### src/rtl/serial_adder_pkg.sv
// Shared types and limits for the bit-serial adder/subtractor.
package serial_adder_pkg;

   typedef enum logic [1:0] {
      ST_IDLE = 2'd0,
      ST_RUN  = 2'd1,
      ST_DONE = 2'd2
   } state_e;

   localparam int unsigned WIDTH_MIN = 2;
   localparam int unsigned WIDTH_MAX = 64;

endpackage

### src/rtl/full_adder_nand_cell.sv
// Combinational full adder: two NAND-built half-adder stages plus a carry OR.
module full_adder_nand_cell (
   input  logic a_i,
   input  logic b_i,
   input  logic cin_i,
   output logic sum_c,
   output logic cout_c
);

   logic n1, x1, c1;
   logic n2, c2;

   // first half adder: a + b
   assign n1 = ~(a_i & b_i);
   assign x1 = ~(~(a_i & n1) & ~(b_i & n1));
   assign c1 = ~n1;

   // second half adder: partial sum + carry in
   assign n2     = ~(x1 & cin_i);
   assign sum_c  = ~(~(x1 & n2) & ~(cin_i & n2));
   assign c2     = ~n2;
   assign cout_c = c1 | c2;

endmodule

### src/rtl/serial_adder_pipe.sv
// Bit-serial adder/subtractor, LSB first, one bit per clock with valid/ready handshakes.
// Define SERIAL_ADDER_OVF_EN to add the registered signed-overflow output ovf.
module serial_adder_pipe
   import serial_adder_pkg::*;
#(
   parameter int unsigned WIDTH = 8
) (
   input  logic             clk,
   input  logic             rst,
   input  logic             in_valid,
   output logic             in_ready,
   input  logic [WIDTH-1:0] a,
   input  logic [WIDTH-1:0] b,
   input  logic             sub,
   output logic             out_valid,
   input  logic             out_ready,
   output logic [WIDTH-1:0] sum,
`ifdef SERIAL_ADDER_OVF_EN
   output logic             ovf,
`endif
   output logic             cout
);

   localparam int unsigned      CNT_W    = $clog2(WIDTH);
   localparam logic [CNT_W-1:0] CNT_LAST = CNT_W'(WIDTH - 1);

   if (WIDTH < WIDTH_MIN || WIDTH > WIDTH_MAX) begin : g_bad_width
      $error("serial_adder_pipe: WIDTH out of range");
   end

   state_e           state_q, state_d;
   logic [WIDTH-1:0] a_sh_q, a_sh_d;
   logic [WIDTH-1:0] b_sh_q, b_sh_d;
   logic [WIDTH-1:0] sum_sh_q, sum_sh_d;
   logic [CNT_W-1:0] cnt_q, cnt_d;
   logic             carry_q, carry_d;
   logic [WIDTH-1:0] sum_q, sum_d;
   logic             cout_q, cout_d;
   logic             in_ready_q, in_ready_d;
   logic             out_valid_q, out_valid_d;
`ifdef SERIAL_ADDER_OVF_EN
   logic             ovf_q, ovf_d;
`endif

   logic fa_sum_c;
   logic fa_cout_c;

   full_adder_nand_cell u_fa (
      .a_i    (a_sh_q[0]),
      .b_i    (b_sh_q[0]),
      .cin_i  (carry_q),
      .sum_c  (fa_sum_c),
      .cout_c (fa_cout_c)
   );

   // next-state and datapath update
   always_comb begin
      state_d  = state_q;
      a_sh_d   = a_sh_q;
      b_sh_d   = b_sh_q;
      sum_sh_d = sum_sh_q;
      cnt_d    = cnt_q;
      carry_d  = carry_q;
      sum_d    = sum_q;
      cout_d   = cout_q;
`ifdef SERIAL_ADDER_OVF_EN
      ovf_d    = ovf_q;
`endif

      unique case (state_q)
         ST_IDLE: begin
            if (in_valid) begin
               a_sh_d  = a;
               b_sh_d  = sub ? ~b : b;
               carry_d = sub;
               cnt_d   = '0;
               state_d = ST_RUN;
            end
         end
         ST_RUN: begin
            a_sh_d   = a_sh_q >> 1;
            b_sh_d   = b_sh_q >> 1;
            sum_sh_d = {fa_sum_c, sum_sh_q[WIDTH-1:1]};
            carry_d  = fa_cout_c;
            cnt_d    = cnt_q + CNT_W'(1);
            if (cnt_q == CNT_LAST) begin
               state_d = ST_DONE;
               sum_d   = sum_sh_d;
               cout_d  = fa_cout_c;
`ifdef SERIAL_ADDER_OVF_EN
               // carry into the MSB is the carry held while the MSB is processed
               ovf_d   = carry_q ^ fa_cout_c;
`endif
            end
         end
         ST_DONE: begin
            if (out_ready) begin
               state_d = ST_IDLE;
            end
         end
         default: state_d = ST_IDLE;
      endcase

      in_ready_d  = (state_d == ST_IDLE);
      out_valid_d = (state_d == ST_DONE);
   end

   // state and output registers
   always_ff @(posedge clk) begin
      if (rst) begin
         state_q     <= ST_IDLE;
         a_sh_q      <= '0;
         b_sh_q      <= '0;
         sum_sh_q    <= '0;
         cnt_q       <= '0;
         carry_q     <= 1'b0;
         sum_q       <= '0;
         cout_q      <= 1'b0;
         in_ready_q  <= 1'b1;
         out_valid_q <= 1'b0;
`ifdef SERIAL_ADDER_OVF_EN
         ovf_q       <= 1'b0;
`endif
      end else begin
         state_q     <= state_d;
         a_sh_q      <= a_sh_d;
         b_sh_q      <= b_sh_d;
         sum_sh_q    <= sum_sh_d;
         cnt_q       <= cnt_d;
         carry_q     <= carry_d;
         sum_q       <= sum_d;
         cout_q      <= cout_d;
         in_ready_q  <= in_ready_d;
         out_valid_q <= out_valid_d;
`ifdef SERIAL_ADDER_OVF_EN
         ovf_q       <= ovf_d;
`endif
      end
   end

   assign in_ready  = in_ready_q;
   assign out_valid = out_valid_q;
   assign sum       = sum_q;
   assign cout      = cout_q;
`ifdef SERIAL_ADDER_OVF_EN
   assign ovf       = ovf_q;
`endif

endmodule

### config.mk
export PLATFORM = sky130hd
export DESIGN_NAME = serial_adder_pipe
export DESIGN_NICKNAME = d
export VERILOG_FILES = /design/src/rtl/serial_adder_pkg.sv /design/src/rtl/full_adder_nand_cell.sv /design/src/rtl/serial_adder_pipe.sv
export SDC_FILE = /design/constraint.sdc
export NUM_CORES = 1
export LEC_CHECK = 0
export CAP_MARGIN = 25
export CORE_ASPECT_RATIO = 1.5
export CORE_MARGIN = 5
export CORE_UTILIZATION = 26
export CTS_CLUSTER_DIAMETER = 120
export CTS_CLUSTER_SIZE = 30
export DETAILED_ROUTE_END_ITERATION = 10
export GPL_TIMING_DRIVEN = 0
export HOLD_SLACK_MARGIN = 0.1
export SLEW_MARGIN = 5
export SYNTH_ARGS = -nofsm -noshare
export SYNTH_HDL_FRONTEND = slang
export SYNTH_SLANG_ARGS = --single-unit
### constraint.sdc
create_clock -name clk -period 3.9 [get_ports clk]
set_input_delay 0.585 -clock clk [delete_from_list [all_inputs] [get_ports clk]]
set_output_delay 0.585 -clock clk [all_outputs]
set_load 0.01 [all_outputs]
==> run metrics <==
layout cells sized above 1=12.62%; via count=1,311; Via density=4.521; Post-Synth Simple-Gate Area=between 10% and 20%; Setup Skew=~0.0042 ns; Routed wire per std cell=between 10 and 15 um; startpoint types=primary input; Mapped Area=about 1700 um^2; XOR/XNOR Fraction of Synth Area=4.170%; Max Freq=between 0.5 and 0.6 GHz; unrepaired setup endpoints after global routing=no; Synthesized Nets=200; CP required=just over 4 ns; hold_ws=0.4565 ns; worst hold path type=flop to flop; Post-Layout Cell Count=just under 300; Crit. End Element=flop; Post-Route WL=between 3000 and 4000 um; fin crit period=roughly 1.8 ns; Iter 0 DRT Violations=a little over 80; actual slew at the worst max-slew pin=between 0.7 and 0.8 ns; final hold vios=0; post-synthesis mux area share=4.765%; GP Congestion=a little under 0.8; sequential cell area=~800 um^2; CTS Hold Buffers Added=0; placement-stage cell area=around 2100 um^2; clock slew at reported path FFs=0.08 ns; drt pass-1 iters=4; core box area=about 6400 um^2; IO Pins=32; synthesis warning total=0; DRT antenna net count=0; adder-cell share of the synthesized area=2.681%; outcome=completed; Setup CP Type=primary input to flop; compound-gate portion of the synthesized area=21.07%; most common cell after layout, fill and taps aside=dfxtp_1; FP Rows=36; fin crit share=between 40% and 50%; first-pass GRT wire length=just under 6000 um; Lkg Pwr=0.7792 nW; CTS resizes=0; CP max FO=10; antenna diode count=0; Max-Cap Viols=0; Area growth, synth to finish=32.99%; Setup WS post-layout=2.052 ns; Slew headroom=a little over half; Setup violations, final=0; GR Util All Layers=just over 9%; DRC Markers=0; Synth Register Bits=40; DP Worst Slack=between 1.5 and 2 ns; Clock Path Buffers=2; Tot Pwr=around 1.0 mW; port bufs=30; clk_lat worst skew=approximately 0.29 ns; Root Buffer=clkbuf_8; WP data arrival=around 2 ns; maximum vdd drop=between 0.0002 and 0.00025 V; TritonCTS clock tree=built; htree depth=2; Mapped Cells=between 150 and 200; HPWL Detailed=about 2500 um; PD cells=approximately 460 nW/um^2; multi-input combinational cell area=~790 um^2; layout net count=approximately 240; post-route cell area=2235 um^2; Die W=roughly 76 um; most frequent cells in the layout=dfxtp_1, clkdlybuf4s50_1, nand2_1, a21oi_1, nor2_1; Seq/Total Area, Yosys=47.65%; Inst Count DP=~280; Sink Count=40; setup_tns=0 ns; die height=~110 um; largest net degree at the start of global routing=14; Yosys cell types=26; Layout Utilization=between 30% and 40%; Post-CTS Setup Bufs=0; Slew Limit Fails=0; number of global-route vias before repair=approximately 1,300; full die area=slightly above 8000 um^2; Starting Density=a little over a quarter; gr ovfl total=0; initial antenna violation count=0; post-synthesis area per instance=between 9 and 10 um^2; largest family of logic cells by synthesized area=compound AO/OA/AOI/OAI gates; Filler Cell Count=around 670; Num CTS Buffers=5
[where the power goes]
group	leakage, nW	switching [mW]	internal, mW
Clock	0.0784	0.146	0.320
Sequential	0.327	0.0110	0.428
Combinational	0.374	0.0572	0.0596
Total	0.779	0.214	0.808
[per-layer routing]
metal / track usage (%) / routed length, um
met5: 0 / 0
met4: 5.625 / 103
met3: 2.047 / 153
met2: 14.77 / 1593
met1: 10.96 / 1587
[cells by family (layout without fill, tap and decap cells)]
logic type               Yosys count  in the layout
buffers and inverters             15             53
adder cells (fa/ha/maj)            3              3
flip-flops                        40             40
XOR/XNOR                           8              8
AO/OA/AOI/OAI                     48             48
multiplexers                       8              8
AND/OR/NAND/NOR                   54             54
[critical path: stages]
cell and delay [ns]:
clkdlybuf4s50_1 0.52, clkbuf_1 0.39, clkbuf_1 0.43, nor2_1 0.10
[cell usage after synthesis]
master	instances	area share (%)
mux2i_1	8	4.8
nand2b_1	4	1.5
o22ai_1	7	2.6
a211oi_1	1	0.45
a21oi_1	18	5.4
buf_2	3	0.89
clkbuf_1	5	1.1
fa_1	1	1.2
nand3_1	9	2.7
buf_6	2	1.3
a211oi_2	9	6.7
xor2_1	1	0.52
nand2_1	23	5.1
xnor2_1	7	3.6
nor3b_1	1	0.45
ha_1	2	1.5
buf_4	4	1.8
clkbuf_2	1	0.30
nor2_1	14	3.1
o21ba_1	1	0.60
nand3b_1	1	0.45
or3b_1	1	0.52
a22oi_1	11	4.9
nor2b_1	1	0.37
dfxtp_1	40	48
o21bai_1	1	0.45
[flip-flops by register name (all words and copies together) (netlist names)]
name,cells
in_ready,1
sum,8
cout,1
state_q,2
sum_sh_q,7
a_sh_q,8
carry_q,1
b_sh_q,8
out_valid,1
cnt_q,3
[cell type report]
cell class,count,area share [%]
clock inverter,3,4.031
buffer,15,4.087
sequential,40,35.83
multi-input combinational,121,35.27
clock buffer,5,3.080
tap,76,4.255
timing repair buffer,30,13.44
[final timing paths]
kind          startpoint  slack [ns]  cells past startpoint          end
min reg2reg  sum_sh_q[1]        0.46                      2  sum_sh_q[1]
max                  rst        2.05                      4     cnt_q[1]
max reg2reg     cnt_q[0]        2.22                      7       sum[5]
min          sum_sh_q[1]        0.46                      2  sum_sh_q[1]
No activity file was read; power rests on OpenSTA's default activity.
==> edit 1, RTL diff (same flow settings) <==
Make the reset (`rst`) asynchronous in one clocked block.
--- a/src/rtl/serial_adder_pipe.sv
+++ b/src/rtl/serial_adder_pipe.sv
@@ -106,7 +106,7 @@
    end
 
    // state and output registers
-   always_ff @(posedge clk) begin
+   always_ff @(posedge clk or posedge rst) begin
       if (rst) begin
          state_q     <= ST_IDLE;
          a_sh_q      <= '0;
Formal check against the unedited RTL: differs if rst is asserted again (counterexample within 4 cycles, from zero or initial values and one cycle with rst high); with rst held inactive, the same outputs for 10 cycles.
==> edit 1 against the original RTL <==
Sequential cell count is the same; synthesized area grew 3.3%; final cell count shrank 12%; design area grew 0.34%; setup slack lost 79 ps; routed wire length grew 2.0%; highest routed layer unchanged; maximum frequency shrank 4.1%.
Power is not compared: it rests on default switching activity, and its combinational part moved more than twofold at a synthesized area within 25%.
==> edit 1: results (changes against the original RTL) <==
Status
  • Status: finished clean

Global route
  • Antenna violations before repair: 0 (unchanged)
  • Vias in the first global route: 1,233 (-3.7%)
  • Largest net degree at the start of global routing: 41 (+27)
  • Overall routing resource usage: 8.83% (-0.41 points)
  • First-pass GRT wire length: 5890 um (+2.0%)

Min path
  • Hold Startpoint: a_sh_q[1]$_DFFE_PP0P_
  • Hold crit path type: reg2reg
  • WHS Path Cells: 2 (unchanged)
  • WHS Endpoint: a_sh_q[1]$_DFFE_PP0P_

Routing
  • Wirelength per Cell: 13.8 um (+16%)
  • DRT Pass-1 Iters: 5 (+1)
  • Starting DRC count in detailed routing: 46 (-44%)
  • Vias per cell: 4.70 (+3.9%)

Power and ir drop
  • Seq group: 694 uW
  • Combinational Power: 596 uW
  • Overall power: 1630 uW
  • Leak Pwr: 0.000989 uW

Timing
  • Final count of negative-setup-slack endpoints: 0 (unchanged)
  • PnR worst setup slack: 1970 ps (-79.3 ps)
  • Actual slew at the worst max-slew pin: 830 ps (+125 ps)
  • Hold Worst Slack: 491 ps (+34.0 ps)
  • Final Skew: 7.21 ps (+2.99 ps)

Clock tree
  • Post-cts resize count: 0 (unchanged)
  • CTS root buf: clkbuf_8
  • Max Root-Sink Buffers: 2 (unchanged)

Placement
  • Post-placement cell area: 2130 um^2 (+2.7%)
  • Worst slack, placed: 1850 ps (+112 ps)
  • Hpwl dp: 2490 um (-1.5%)
  • Port bufs: 30 (unchanged)
  • GPL Wtd Cong: 0.725 (-6.5%)

Synth
  • Dominant cell type by area after synthesis: dfrtp_1
  • Yosys warning total: 0 (unchanged)
  • Synth Area in Compound Gates: 13.8% (-7.3 points)
  • Mapped Cells: 140 (-20%)
  • Synth async-reset ratio: 100% (+100 points)
  • Adder-cell area share of the yosys netlist: 2.60% (-0.085 points)
  • Seq/Total Area, Yosys: 57.8% (+10 points)
  • Unique masters post-synth: 27 (+3.8%)
  • Synthesized net count: 164 (-18%)
  • Synth area leaders: dfrtp_1 (56%), mux2_2 (9.1%), xor2_1 (4.0%)
  • Post-synth top cells: dfrtp_1 (39), nand2_1 (15), mux2_2 (14), o21ai_0 (11)
  • Xor-xnor portion of the synthesized cell area: 4.04% (-0.13 points)
  • Mux contribution to synthesized area: 11.0% (+6.3 points)

Critical path
  • Setup slack, reg-to-reg: 2260 ps (+40 ps)
  • R2R depth: 5 (-2)
  • RR Startpoint: cnt_q[0]$_DFFE_PP0P_
  • Delay-heaviest family, CP: buffers and inverters
  • Worst-path maximum fanout: 1 (-9)
  • Worst Path Arrival: 1340 ps (-680 ps)
  • Worst Setup EP: in_ready
  • FF-to-FF End: sum[7]$_DFFE_PP0P_
  • Crit path launch: in_ready$_DFF_PP1_

Final layout
  • Finished Layout Cells: 254 (-12%)
  • Nets: 201 (-15%)
  • Fillcell total: 683 (+2.7%)
  • Layout cells sized above 1: 18.5% (+5.9 points)
[edit 1: changes by cell type in the layout (fill, tap and decap cells not counted), moves of 9 or more]
cell      change
a211oi_2      -9
a21oi_1      -18
dfrtp_1      +39
dfxtp_1      -40
mux2_2       +14
nor2_1       -12
o21ai_0      +11
[edit 1: area by class of cell]
class,instances,area (um^2),share of cell area [%]
buffer,9,51.3,2.29
timing repair buffer,30,300,13.4
inverter,6,22.5,1.00
clock buffer,5,68.8,3.07
clock inverter,3,42.5,1.90
tap,76,95.1,4.24
sequential,40,1000,44.7
multi-input combinational,85,659,29.4
[edit 1: metal layers]
metal | GRT usage [%] | part of all wire [%] | vias up
li1 | - | - | 569
met1 | 10.7 | 44 | 585
met2 | 14.5 | 50 | 33
met3 | 2.52 | 4.3 | 6
met4 | 4.13 | 2.1 | 0
met5 | 0 | 0 | -
==> edit 2, RTL diff (config.mk and constraints unchanged) <==
Made on the original files. Add a define of `SERIAL_ADDER_OVF_EN`.
--- a/src/rtl/serial_adder_pipe.sv
+++ b/src/rtl/serial_adder_pipe.sv
@@ -1,5 +1,7 @@
 // Bit-serial adder/subtractor, LSB first, one bit per clock with valid/ready handshakes.
 // Define SERIAL_ADDER_OVF_EN to add the registered signed-overflow output ovf.
+`define SERIAL_ADDER_OVF_EN
+
 module serial_adder_pipe
    import serial_adder_pkg::*;
 #(
Function (old outputs only; new: ovf): kept (equiv_simple and equiv_induct, registers matched by name and starting in step).
==> edit 2 against the original RTL <==
Final cell count rose by 1.4%; synthesized area rose by 3.6%; sequential cell count up 1; total power is 12% lower; setup slack better by 78 ps; routed wire length is 2.8% higher; design area grew 0.67%; via count is 0.99% higher; register-to-register slack improved by 290 ps; critical path type is now reg2out.
==> edit 2: results (changes against the original RTL) <==
Status
  • Status: finished clean

Routing
  • Wirelength per Cell: 12.0 um (+1.4%)
  • Starting DRC count in detailed routing: 72 (-12%)
  • WL final: 3530 um (+2.8%)
  • Vias per cell: 4.50 (-0.38%)

Placement
  • Hpwl dp: 2590 um (+2.5%)
  • Port bufs: 31 (+3.3%)

Power and ir drop
  • Leak Pwr: 0.000786 uW (+0.87%)
  • Peak supply drop: 0.000144 V (-37%)

Global route
  • GRT met2 Usage: 16.3% (+1.6 points)
  • Overall routing resource usage: 8.80% (-0.44 points)
  • Vias in the first global route: 1,302 (+1.6%)
  • Global Route met1 Usage: 8.84% (-2.1 points)

Synth
  • Unique masters post-synth: 30 (+15%)
  • Mapped Cells: 180 (+2.3%)
  • Synth area leaders: dfxtp_1 (47%), nand2_1 (6.9%), a211oi_2 (6.5%)
  • Seq/Total Area, Yosys: 47.2% (-0.49 points)
  • Synthesized net count: 204 (+2.0%)

Floorplan
  • Initial Util: 26.6% (+0.38 points)

Final layout
  • Nets: 242 (+2.1%)
  • Layout cells sized above 1: 13.8% (+1.1 points)
  • Fillcell total: 694 (+4.4%)

Critical path
  • Setup slack, reg-to-reg: 2510 ps (+290 ps)
  • CP max stage delay: 540 ps (+20 ps)
  • Worst-path maximum fanout: 2 (-8)
  • Worst Path Arrival: 1190 ps (-830 ps)
  • R2R depth: 5 (-2)

Timing
  • Final Skew: 3.96 ps (-0.263 ps)
  • Normalized max-slew margin: 55.8% (+2.8 points)
edit 2: changes by cell type after synthesis, moves of 2 or more:
cell	delta
buf_1	+2
clkbuf_1	-4
nand2_1	+9
nand3_1	-9
edit 2: through the flow:
step                power (uW)  utilization, %  instance area (um^2)  worst slack, ps  hold slack [ps]
CTS                        915            34.4                  2250             2110              457
finish                     904            34.4                  2250             2130              454
floorplan                  540               -                  1740             2610              432
global placement           578            32.9                  2150             1880              442
detailed placement         581            32.9                  2150             1870              446
global route               946            34.4                  2250             2070              482
edit 2: metal layers:
layer / routed length, um / vias up
met4: 75 / 0
met2: 1780 / 27
met5: 0 / -
li1: - / 697
met3: 183 / 7
met1: 1490 / 593
edit 2: worst paths after layout:
| path | end | startpoint |
|---|---|---|
| min reg2reg | sum[2]$_SDFFE_PP0P_ | sum[2]$_SDFFE_PP0P_ |
| max reg2reg | ovf$_SDFFE_PP0P_ | cnt_q[0]$_SDFFE_PP0P_ |
| min | sum[2]$_SDFFE_PP0P_ | sum[2]$_SDFFE_PP0P_ |
| max | ovf | ovf$_SDFFE_PP0P_ |
edit 2: cells by family after synthesis:
| group | Yosys count | share of synthesized area, % |
|---|---|---|
| DFF | 41 | 47.2 |
| adders and majority gates | 3 | 2.59 |
| buffers and inverters | 14 | 5.89 |
| AOI/OAI and AO/OA | 49 | 21.0 |
| xor gates and xnor gates | 9 | 4.53 |
| muxes | 8 | 4.60 |
| and+or+nand+nor | 56 | 14.2 |
edit 2: final cells by class:
type / count / area share, %
timing repair buffer: 31 / 13.8
buffer: 14 / 4.56
multi-input combinational: 125 / 36.3
clock buffer: 5 / 3.06
clock inverter: 2 / 1.56
tap: 76 / 4.23
sequential: 41 / 36.5
edit 2: power breakdown:
part,switching [uW],internal [uW]
registers,11.6,438
logic,56.7,62.3
clock network,149,186
total,217,687
